$ cat config.mk
export PLATFORM = sky130hd
export DESIGN_NAME = note_sequencer
export DESIGN_NICKNAME = d
export VERILOG_FILES = /design/src/rtl/note_seq_pkg.sv /design/src/rtl/note_seq_score_ram.sv /design/src/rtl/note_sequencer.sv
export SDC_FILE = /design/constraint.sdc
export NUM_CORES = 2
export LEC_CHECK = 0
export ABC_AREA = 1
export CORE_ASPECT_RATIO = 1.2
export CORE_MARGIN = 4
export CORE_UTILIZATION = 38
export CTS_BUF_LIST = sky130_fd_sc_hd__clkbuf_8
export CTS_CLUSTER_SIZE = 10
export DETAILED_ROUTE_END_ITERATION = 8
export PLACE_DENSITY = 0.65
export SLEW_MARGIN = 20
export SYNTH_ARGS = -nofsm -noshare
export SYNTH_HDL_FRONTEND = slang
export SYNTH_SLANG_ARGS = --single-unit
export TNS_END_PERCENT = 5
$ cat constraint.sdc
create_clock -name clk -period 2.7 [get_ports clk]
set_input_delay 0.81 -clock clk [delete_from_list [all_inputs] [get_ports clk]]
set_output_delay 0.81 -clock clk [all_outputs]
set_load 0.005 [all_outputs]
$ cat src/rtl/note_seq_pkg.sv
// note_seq_pkg
// Shared definitions for the note sequencer and its score RAM.
//   - seqStateT   : sequencer states (IDLE, LOAD, PLAY, GAP, PAUSE)
//   - NOTE_SILENT : divider value that the tone generator plays as silence
//   - NOTE_W/DUR_W/ENTRY_W : layout of one score entry {note_div[21:0], dur[5:0]}
package note_seq_pkg;

   localparam int NOTE_W  = 22;
   localparam int DUR_W   = 6;
   localparam int ENTRY_W = NOTE_W + DUR_W;

   localparam logic [NOTE_W-1:0] NOTE_SILENT = 22'd1;

   typedef enum logic [2:0] {
      IDLE  = 3'd0,
      LOAD  = 3'd1,
      PLAY  = 3'd2,
      GAP   = 3'd3,
      PAUSE = 3'd4
   } seqStateT;

endpackage

$ cat src/rtl/note_seq_score_ram.sv
// note_seq_score_ram
// DEPTH x ENTRY_W score storage for the note sequencer.
// Ports:
//   clk, rst      : clock, asynchronous active-low reset (zeroes every entry)
//   wrEn/wrAddr/wrData : synchronous write port
//   rdAddr        : read address, sampled on every rising edge
//   rdData        : registered read data (returns old data on a same-address write)
module note_seq_score_ram
   import note_seq_pkg::*;
#(
   parameter int DEPTH = 32,
   localparam int AW = $clog2(DEPTH)
)(
   input  logic               clk,
   input  logic               rst,
   input  logic               wrEn,
   input  logic [AW-1:0]      wrAddr,
   input  logic [ENTRY_W-1:0] wrData,
   input  logic [AW-1:0]      rdAddr,
   output logic [ENTRY_W-1:0] rdData
);

   logic [ENTRY_W-1:0] mem [DEPTH];
   logic [ENTRY_W-1:0] rdDataQ;

   // Storage and read register share one process. Because both the write and
   // the read use non-blocking updates, a read of the address being written in
   // the same cycle sees the previous contents. Reset empties the whole score
   // so a fresh board never plays garbage.
   always_ff @(posedge clk or negedge rst) begin
      if (!rst) begin
         for (int i = 0; i < DEPTH; i++) begin
            mem[i] <= '0;
         end
         rdDataQ <= '0;
      end else begin
         if (wrEn) begin
            mem[wrAddr] <= wrData;
         end
         rdDataQ <= mem[rdAddr];
      end
   end

   assign rdData = rdDataQ;

endmodule

$ cat src/rtl/note_sequencer.sv
// note_sequencer
// Tempo-driven melody sequencer feeding note_div of the tone generator.
// Steps through a score of {note_div, dur} entries, holding each note for
// dur*BEAT_DIV cycles followed by GAP_CYCLES of silence (note_div == 1).
// Ports:
//   clk, rst           : clock, asynchronous active-low reset
//   loop               : (only with NOTE_SEQ_LOOP_EN) restart at entry 0 at end of score
//   start, stop, pause : playback control, priority stop > start > pause
//   wr_en/wr_addr/wr_data : score write port, accepted in every state
//   note_div           : registered divider output
//   busy               : high whenever not idle
//   done               : one-cycle pulse at natural end of score
//   idx                : index of the entry currently loaded
// Optional feature macro: NOTE_SEQ_LOOP_EN
module note_sequencer
   import note_seq_pkg::*;
#(
   parameter int BEAT_DIV   = 25_000_000,
   parameter int GAP_CYCLES = 1_000_000,
   parameter int DEPTH      = 32,
   localparam int AW = $clog2(DEPTH)
)(
   input  logic               clk,
   input  logic               rst,
`ifdef NOTE_SEQ_LOOP_EN
   input  logic               loop,
`endif
   input  logic               start,
   input  logic               stop,
   input  logic               pause,
   input  logic               wr_en,
   input  logic [AW-1:0]      wr_addr,
   input  logic [ENTRY_W-1:0] wr_data,
   output logic [NOTE_W-1:0]  note_div,
   output logic               busy,
   output logic               done,
   output logic [AW-1:0]      idx
);

   localparam int BEAT_W = (BEAT_DIV > 1) ? $clog2(BEAT_DIV) : 1;
   localparam int GAP_W  = (GAP_CYCLES > 1) ? $clog2(GAP_CYCLES) : 1;
   localparam logic [BEAT_W-1:0] BEAT_LAST = BEAT_W'(BEAT_DIV - 1);
   localparam logic [GAP_W-1:0]  GAP_LAST  = GAP_W'((GAP_CYCLES > 0) ? GAP_CYCLES - 1 : 0);
   localparam logic [AW-1:0]     IDX_LAST  = AW'(DEPTH - 1);

   seqStateT           stateQ, stateD;
   seqStateT           resumeQ, resumeD;
   logic [AW-1:0]      idxQ, idxD;
   logic [BEAT_W-1:0]  beatCntQ, beatCntD;
   logic [GAP_W-1:0]   gapCntQ, gapCntD;
   logic [DUR_W-1:0]   beatsLeftQ, beatsLeftD;
   logic [NOTE_W-1:0]  curNoteQ, curNoteD;
   logic [NOTE_W-1:0]  noteDivQ, noteDivD;
   logic               doneQ, doneD;
   logic               wrapEndQ, wrapEndD;
   logic               noteEnded;
   logic               loopEn;
   logic [ENTRY_W-1:0] rdData;
   logic [NOTE_W-1:0]  rdNote;
   logic [DUR_W-1:0]   rdDur;

`ifdef NOTE_SEQ_LOOP_EN
   assign loopEn = loop;
`else
   assign loopEn = 1'b0;
`endif

   // The RAM read address follows the next index, so the entry is already
   // sitting in the read register during the single LOAD cycle.
   note_seq_score_ram #(
      .DEPTH(DEPTH)
   ) u_score_ram (
      .clk   (clk),
      .rst   (rst),
      .wrEn  (wr_en),
      .wrAddr(wr_addr),
      .wrData(wr_data),
      .rdAddr(idxD),
      .rdData(rdData)
   );

   assign rdNote = rdData[ENTRY_W-1:DUR_W];
   assign rdDur  = rdData[DUR_W-1:0];

   // Next-state logic. The state case handles natural progress through the
   // score; afterwards the pause, start and stop overrides are layered on in
   // increasing priority. wrapEnd remembers that the entry just finished was
   // the last slot of the RAM, so the following LOAD behaves as if it had read
   // an end marker. The output divider is derived from the next state so it
   // changes on the same edge as the state, silencing everything except PLAY.
   always_comb begin
      stateD     = stateQ;
      resumeD    = resumeQ;
      idxD       = idxQ;
      beatCntD   = beatCntQ;
      gapCntD    = gapCntQ;
      beatsLeftD = beatsLeftQ;
      curNoteD   = curNoteQ;
      wrapEndD   = wrapEndQ;
      doneD      = 1'b0;
      noteEnded  = 1'b0;

      case (stateQ)
         LOAD: begin
            if (wrapEndQ || rdDur == '0) begin
               wrapEndD = 1'b0;
               if (loopEn && (wrapEndQ || idxQ != '0)) begin
                  stateD = LOAD;
                  idxD   = '0;
               end else begin
                  stateD = IDLE;
                  doneD  = 1'b1;
               end
            end else begin
               curNoteD   = rdNote;
               beatsLeftD = rdDur;
               beatCntD   = '0;
               stateD     = PLAY;
            end
         end
         PLAY: begin
            if (beatCntQ == BEAT_LAST) begin
               beatCntD   = '0;
               beatsLeftD = beatsLeftQ - DUR_W'(1);
               if (beatsLeftQ == DUR_W'(1)) begin
                  if (GAP_CYCLES == 0) begin
                     noteEnded = 1'b1;
                  end else begin
                     stateD  = GAP;
                     gapCntD = '0;
                  end
               end
            end else begin
               beatCntD = beatCntQ + BEAT_W'(1);
            end
         end
         GAP: begin
            if (gapCntQ == GAP_LAST) begin
               noteEnded = 1'b1;
            end else begin
               gapCntD = gapCntQ + GAP_W'(1);
            end
         end
         PAUSE: begin
            if (!pause) begin
               stateD = resumeQ;
            end
         end
         default: begin
            stateD = stateQ;
         end
      endcase

      if (noteEnded) begin
         stateD   = LOAD;
         idxD     = idxQ + AW'(1);
         wrapEndD = (idxQ == IDX_LAST);
      end

      if (pause && (stateQ == PLAY || stateQ == GAP) &&
          (stateD == PLAY || stateD == GAP)) begin
         resumeD = stateD;
         stateD  = PAUSE;
      end

      if (stop) begin
         stateD   = IDLE;
         wrapEndD = 1'b0;
         doneD    = 1'b0;
      end else if (start) begin
         stateD   = LOAD;
         idxD     = '0;
         wrapEndD = 1'b0;
         doneD    = 1'b0;
      end

      noteDivD = (stateD == PLAY) ? curNoteD : NOTE_SILENT;
   end

   // All sequencer state and the output register. Reset is asynchronous so a
   // reset in the middle of a note silences the speaker without waiting for
   // a clock edge.
   always_ff @(posedge clk or negedge rst) begin
      if (!rst) begin
         stateQ     <= IDLE;
         resumeQ    <= IDLE;
         idxQ       <= '0;
         beatCntQ   <= '0;
         gapCntQ    <= '0;
         beatsLeftQ <= '0;
         curNoteQ   <= NOTE_SILENT;
         noteDivQ   <= NOTE_SILENT;
         doneQ      <= 1'b0;
         wrapEndQ   <= 1'b0;
      end else begin
         stateQ     <= stateD;
         resumeQ    <= resumeD;
         idxQ       <= idxD;
         beatCntQ   <= beatCntD;
         gapCntQ    <= gapCntD;
         beatsLeftQ <= beatsLeftD;
         curNoteQ   <= curNoteD;
         noteDivQ   <= noteDivD;
         doneQ      <= doneD;
         wrapEndQ   <= wrapEndD;
      end
   end

   assign note_div = noteDivQ;
   assign busy     = (stateQ != IDLE);
   assign done     = doneQ;
   assign idx      = idxQ;

endmodule

# Yosys cells after proc, flatten, opt, wreduce, memory -nomap -nowiden
# Cells that the tools add are included.
# Widths: inputs -> output; s select.
[totals] input_bits=39 reg_bits=1032 out_inout_bits=29 elab_cells=125
[op_classes] eq_ne=15 reduce_logical=16 muxes=42 magnitude_cmp=3 addsub=4 bitwise_logic=2
[op_table] cell="$bwmux 896" n=1
[op_table] cell="$bmux 28 s5" n=1
[op_table] cell="$demux 28 s5" n=1
[op_table] cell="$mux 28" n=3
[op_table] cell="$mux 22" n=3
[op_table] cell="$mux 20" n=3
[op_table] cell="$mux 25" n=2
[op_table] cell="$pmux 25 s2" n=1
[op_table] cell="$pmux 20 s2" n=1
[op_table] cell="$add 25x1->25 const B" n=1
[op_table] cell="$eq 25x25->1 const B" n=1
[op_table] cell="$mux 3" n=7
[op_table] cell="$add 20x1->20 const B" n=1
[op_table] cell="$eq 20x20->1 const B" n=1
[op_table] cell="$eq 3x2->1 const B" n=5
[op_table] cell="$mux 5" n=3
[op_table] cell="$ge 6x6->1 const B" n=2
[op_table] cell="$mux 6" n=2
[op_table] cell="$not 5->6" n=2
[op_table] cell="$pmux 6 s2" n=1
[op_table] cell="$mux 1" n=11
[op_table] cell="$pmux 3 s3" n=1
[op_table] cell="$ne 2x2->1 const B" n=4
[op_table] cell="$reduce_bool 4->1" n=2
[op_table] cell="other kinds (16)" n=22

# Logic depth before layout (Yosys ltp)
[depth] depth_word=13 mapped_depth=18 ltp_nobuf=17

# Modules after synthesis
# From an unflattened synthesis, not the netlist that was laid out.
[unflattened] hier_cells=5912 hier_area_um2=47107.7
[modules_own_cells] module="note_seq_score_ram" seq_area_each_um2=23122.2 n_inst=1 cells_per_inst=5202 area_each_um2=41438.5
[modules_own_cells] module="note_sequencer" seq_area_each_um2=2705.1 n_inst=1 cells_per_inst=710 area_each_um2=5669.2

# Worst setup path before layout
# No wires, ideal clock.
[synth_path] path_type="input-to-reg" start="input port wr_en" end="register u_score_ram.mem[61] in the netlist's numbering" n_path_buf=2 required_time_ps=2617 cell_stages=8 setup_ps=83 slack_ps=318 t_arrival_ps=2299 cell_sequence="inv_1 > nor3_1 > inv_1 > nor4_1 > clkbuf_1 > clkbuf_1 > nand2_1 > o21ai_0"
[synth_lines] item="start: declaration" line_no="note_sequencer.sv:31" text="input logic wr_en,"
[synth_lines] item="end signal: indexed assignment" line_no="note_seq_score_ram.sv:38" text="mem[wrAddr] <= wrData;"
[synth_lines] item="end: declaration" line_no="note_seq_score_ram.sv:23" text="logic [ENTRY_W-1:0] mem [DEPTH];"

# Worst setup path in the final report
[layout_path] start="register gapCntQ[1]" end="register u_score_ram.rdDataQ[12], in the netlist u_score_ram.rdData[12]"
[layout_between] elab_chain_cells=10
[layout_rtl] item="start: declaration" line_no="note_sequencer.sv:50" text="logic [GAP_W-1:0] gapCntQ, gapCntD;"
[layout_rtl] item="start signal: assignment" line_no="note_sequencer.sv:200" text="gapCntQ <= gapCntD;"
[layout_rtl] item="$eq 20x20->1 (*)" line_no="note_sequencer.sv:138" text="if (gapCntQ == GAP_LAST) begin"
[layout_rtl] item="$mux 1 (*)" line_no="note_sequencer.sv:138"
[layout_rtl] item="$mux 1 (*)" line_no="note_sequencer.sv:103" text="case (stateQ)"
[layout_rtl] item="$mux 5 (*)" line_no="note_sequencer.sv:154" text="if (noteEnded) begin"
[layout_rtl] item="$mux 5" line_no="note_sequencer.sv:170" text="end else if (start) begin"
[layout_rtl] item="$mux 5 (*)" line_no="note_sequencer.sv:166" text="if (stop) begin"
[layout_rtl] item="$not 5->6 (not written as such) (*)" line_no="note_seq_score_ram.sv:40" text="rdDataQ <= mem[rdAddr];"
[layout_rtl] item="$bmux 28 s5 (*)" line_no="note_seq_score_ram.sv:40"
[layout_rtl] item="$mux 28 (not written as such) (*) (2 in series)" line_no="note_seq_score_ram.sv:40"
[layout_rtl] item="end signal: assignment" line_no="note_seq_score_ram.sv:40"
[layout_rtl] item="end: declaration" line_no="note_seq_score_ram.sv:24" text="logic [ENTRY_W-1:0] rdDataQ;"
# Mark *: on every way between the ends. The rest lies on a longest branch, timed or not. The select of a mux whose other input is x is not followed.
# A chain may end at the register's enable or synchronous reset.

==> metrics.yaml <==
status:
  outcome: "finished, violations left"
  violations: "design-rule violations, negative setup slack"
floorplan:
  coreArea_mm2: 0.132
  die_w_um: 342
  rows: 146
  start_util_pct: 38.3
  die-area_mm2: 0.140
  die_h_um: 408
  io_pins: 68
setup_path:
  startpoint_type: "flip-flop"
  crit_path_max_fanout: 117
  cp-end-kind: "flip-flop"
  worst-path-buf-inv: 3
  r2r_setup_slack_ns: -0.22
  crit_family: "simple AND/OR/NAND/NOR gates"
  critical_path.cell_chain: "ha_2, nand2_2, nor2_4, nand2_2, nor2_4, buf_4, nand4_4, buf_4, buf_16, nand4_1, nand3_1, nand3_1, nand3_4, nand2_1, nand2_1, nand2_1"
  startpoint: "gapCntQ[1]"
  crit_type: "flip-flop to flip-flop"
  slowest_stage: "dfrtp_1"
  cp.required_ns: 3.52
  timing.rr.start: "gapCntQ[1]"
  cp_common_cell: "nand2_1"
  crit_cells: 16
  reg2reg_to: "u_score_ram.rdData[12]"
  endpoint: "u_score_ram.rdData[12]"
  critPathArrivalTime_ns: 3.74
  reg2reg_depth: 16
  crit_path_max_incr_delay_ns: 0.35
synth:
  avgSynthCellArea_um2: 7.63
  synth_async_sr_flop_share_pct: 100
  synth_top_area_share_pct: 50.8
  muxShareOfSynthArea_pct: 0.0419
  synth_commonest_cells: "1736 x nand2_1, 1030 x dfrtp_1, 977 x inv_1, 952 x o21ai_0, 793 x nand3_1"
  synth-main-ff-cell: "dfrtp_1"
  synth_top_family_by_area: "simple AND/OR/NAND/NOR gates"
  synth-edff-count: 0
  yosys.area_share.simple_pct: 27.0
  synth-seq-cells: 1032
  syn_nets: 6703
  yosysUniqueCellTypes: 43
  yosys_warnings: 0
  ys_seq_area_share_pct: 50.9
  synth.largest_area_cell: "dfrtp_1"
  synth_compound_area_share_pct: 10.1
  synth.most_common_cell: "nand2_1"
  synth_xor_xnor_area_share_pct: 0.172
  synthAdderAreaFrac_pct: 0.148
  synthesis.area_mm2: 0.0508
  synth.top_cells.by_area: "dfrtp_1 51%, nand2_1 13%, o21ai_0 9.4%, nand3_1 7.8%, inv_1 7.2%"
  synth_cells: 6658
min_path:
  hold_class: "input pin to asynchronous set/reset pin"
clock_network:
  clk_pin_slew_worst_paths_ns: 0.06
  cts_buffers: 157
  clock-sinks: 1032
  clk_latency_ns: 0.88
  cts-root-buf: "clkbuf_8"
  cts_max_level: 4
  cts_tree: "done"
  clock_path_buffers: 3
power:
  static-leakage-power_nw: 29.8
  p_per_area_mw_per_mm2: 657
  max-vdd-ir-drop_mv: 0.335
final_layout:
  fin_cells: 8632
  synthToLayoutAreaGrowth_pct: 18.9
  multi_input_area_mm2: 0.0199
  finalNetCount: 6784
  ff_latch_area_mm2: 0.0258
  fillers: 12864
  fin_util_pct: 45.6
  layout-drive-gt1-share_pct: 12.1
grt:
  antenna_found_initial: 11
  grt_max_degree: 118
  overflow: 0
  grt_usage_pct: 23.2
  grt_pass1_wl_um: 256000
  grt_pass1_vias: 43791
placement:
  place_inst: 8331
  dp_hpwl_um: 106000
  gp_congestion: 0.923
  io_buffers: 67
timing:
  rsz0062_at_grt: "true"
  hold_viol: 0
  worst_pin_slew_ns: 0.736
  relSlewSlack_pct: 51.0
  period_minus_slack_ns: 2.92
  skew_ns: 0.0310
  worst_slack_ns: -0.215
  setup_viol_count_final: 28
  min_period_over_period_pct: 108
  drv_slew: 0
  max_clock_freq_mhz: 343
detailed_routing:
  wire_per_inst_um: 19.3
  vias_per_cell: 5.36
  drtPass1Iterations: 9
  antenna_left: 0
  drc_errors: 2
  drt-total-wl_um: 166000
  vias: 46271
  drt_iter0_markers: 5015
job:
  maxCapViolations: 0
[metrics by stage]
step           setup TNS, ns  setup WS, ns  area, µm²  power, W  hold WS [ns]
6_report               -2.53        -0.215      60400    0.0396         0.436
3_5_place_dp          -24.77        -0.674      55800    0.0264         0.454
5_1_grt                -5.70        -0.258      60400    0.0419         0.400
3_3_place_gp          -25.18        -0.714      55800    0.0261         0.455
2_1_floorplan              0         0.318      50800    0.0239         0.435
4_1_cts                -1.82        -0.114      59200    0.0397         0.366
[cell type report]
type                    instances  share of cell area (%)
well taps                    1776                    3.68
clock buffers                 210                    4.79
diodes                          3                  0.0124
flip-flops and latches       1032                    42.8
repair buffers                453                    9.12
inverters                     988                    6.16
multi-input cells            4107                    32.9
clock inverters                63                   0.522
[flip-flops by register name, indices dropped and copies added, names as in the netlist, 5 cells and up]
name,flops
u_score_ram.rdData,28
curNoteQ,22
gapCntQ,20
u_score_ram.mem,896
beatsLeftQ,6
beatCntQ,25
note_div,22
idx,5
[repair_timing]
action	CTS	global route
endpoints found under the setup margin	34	52
buffers inserted	3	8
gates resized for setup	39	147
gates cloned	1	13
pin swaps	5	22
hold buffers	1	0
endpoints found under the hold margin	21	0
[cell usage in the layout (no fill, tap or decap), types with 22 or more instances in the layout]
cell type / synthesis / final
o21ai_0: 952 / 951
buf_12: 0 / 113
buf_4: 14 / 234
nand4_1: 380 / 380
nand2_2: 3 / 42
nand3_4: 1 / 23
nand3_1: 793 / 694
or2_2: 22 / 22
nand2_1: 1736 / 1694
inv_1: 977 / 1013
nor2_1: 85 / 77
clkbuf_8: 0 / 210
nor3_1: 42 / 39
dfrtp_1: 1030 / 1027
clkdlybuf4s50_1: 0 / 59
nand3_2: 2 / 79
a21oi_1: 26 / 26
[per-layer routing]
metal  global-route usage, %  vias to the layer above  wire [µm]
met4                    7.80                        6       4700
met2                    37.2                     1961      77000
met3                    5.36                      312      14100
met5                       0                        -         41
met1                    31.0                    22481      70300
li1                        -                    21511          -
[kinds of logic (layout without fill, tap and decap cells)]
family / after synthesis / after routing
simple gates: 3080 / 3080
buf+inv: 1519 / 1714
flops: 1032 / 1032
compound gates: 1009 / 1009
xor+xnor: 10 / 10
fa+ha+maj: 6 / 6
mux: 2 / 2
other cells: 0 / 3
[worst min-delay path by stage]
stage	slack, ns	start	to
floorplan	0.43	resumeQ[1]	resumeQ[1]
global placement	0.46	resumeQ[1]	resumeQ[1]
detailed placement	0.45	resumeQ[2]	resumeQ[2]
CTS	0.37	rst	u_score_ram.mem[492]
global route	0.40	rst	u_score_ram.mem[492]
finish	0.44	rst	u_score_ram.mem[492]
[power by group]
part           internal (W)  switching (W)
combinational       0.00253        0.00408
sequential           0.0183        0.00143
clock               0.00693        0.00632
No activity file was read; power rests on OpenSTA's default activity.
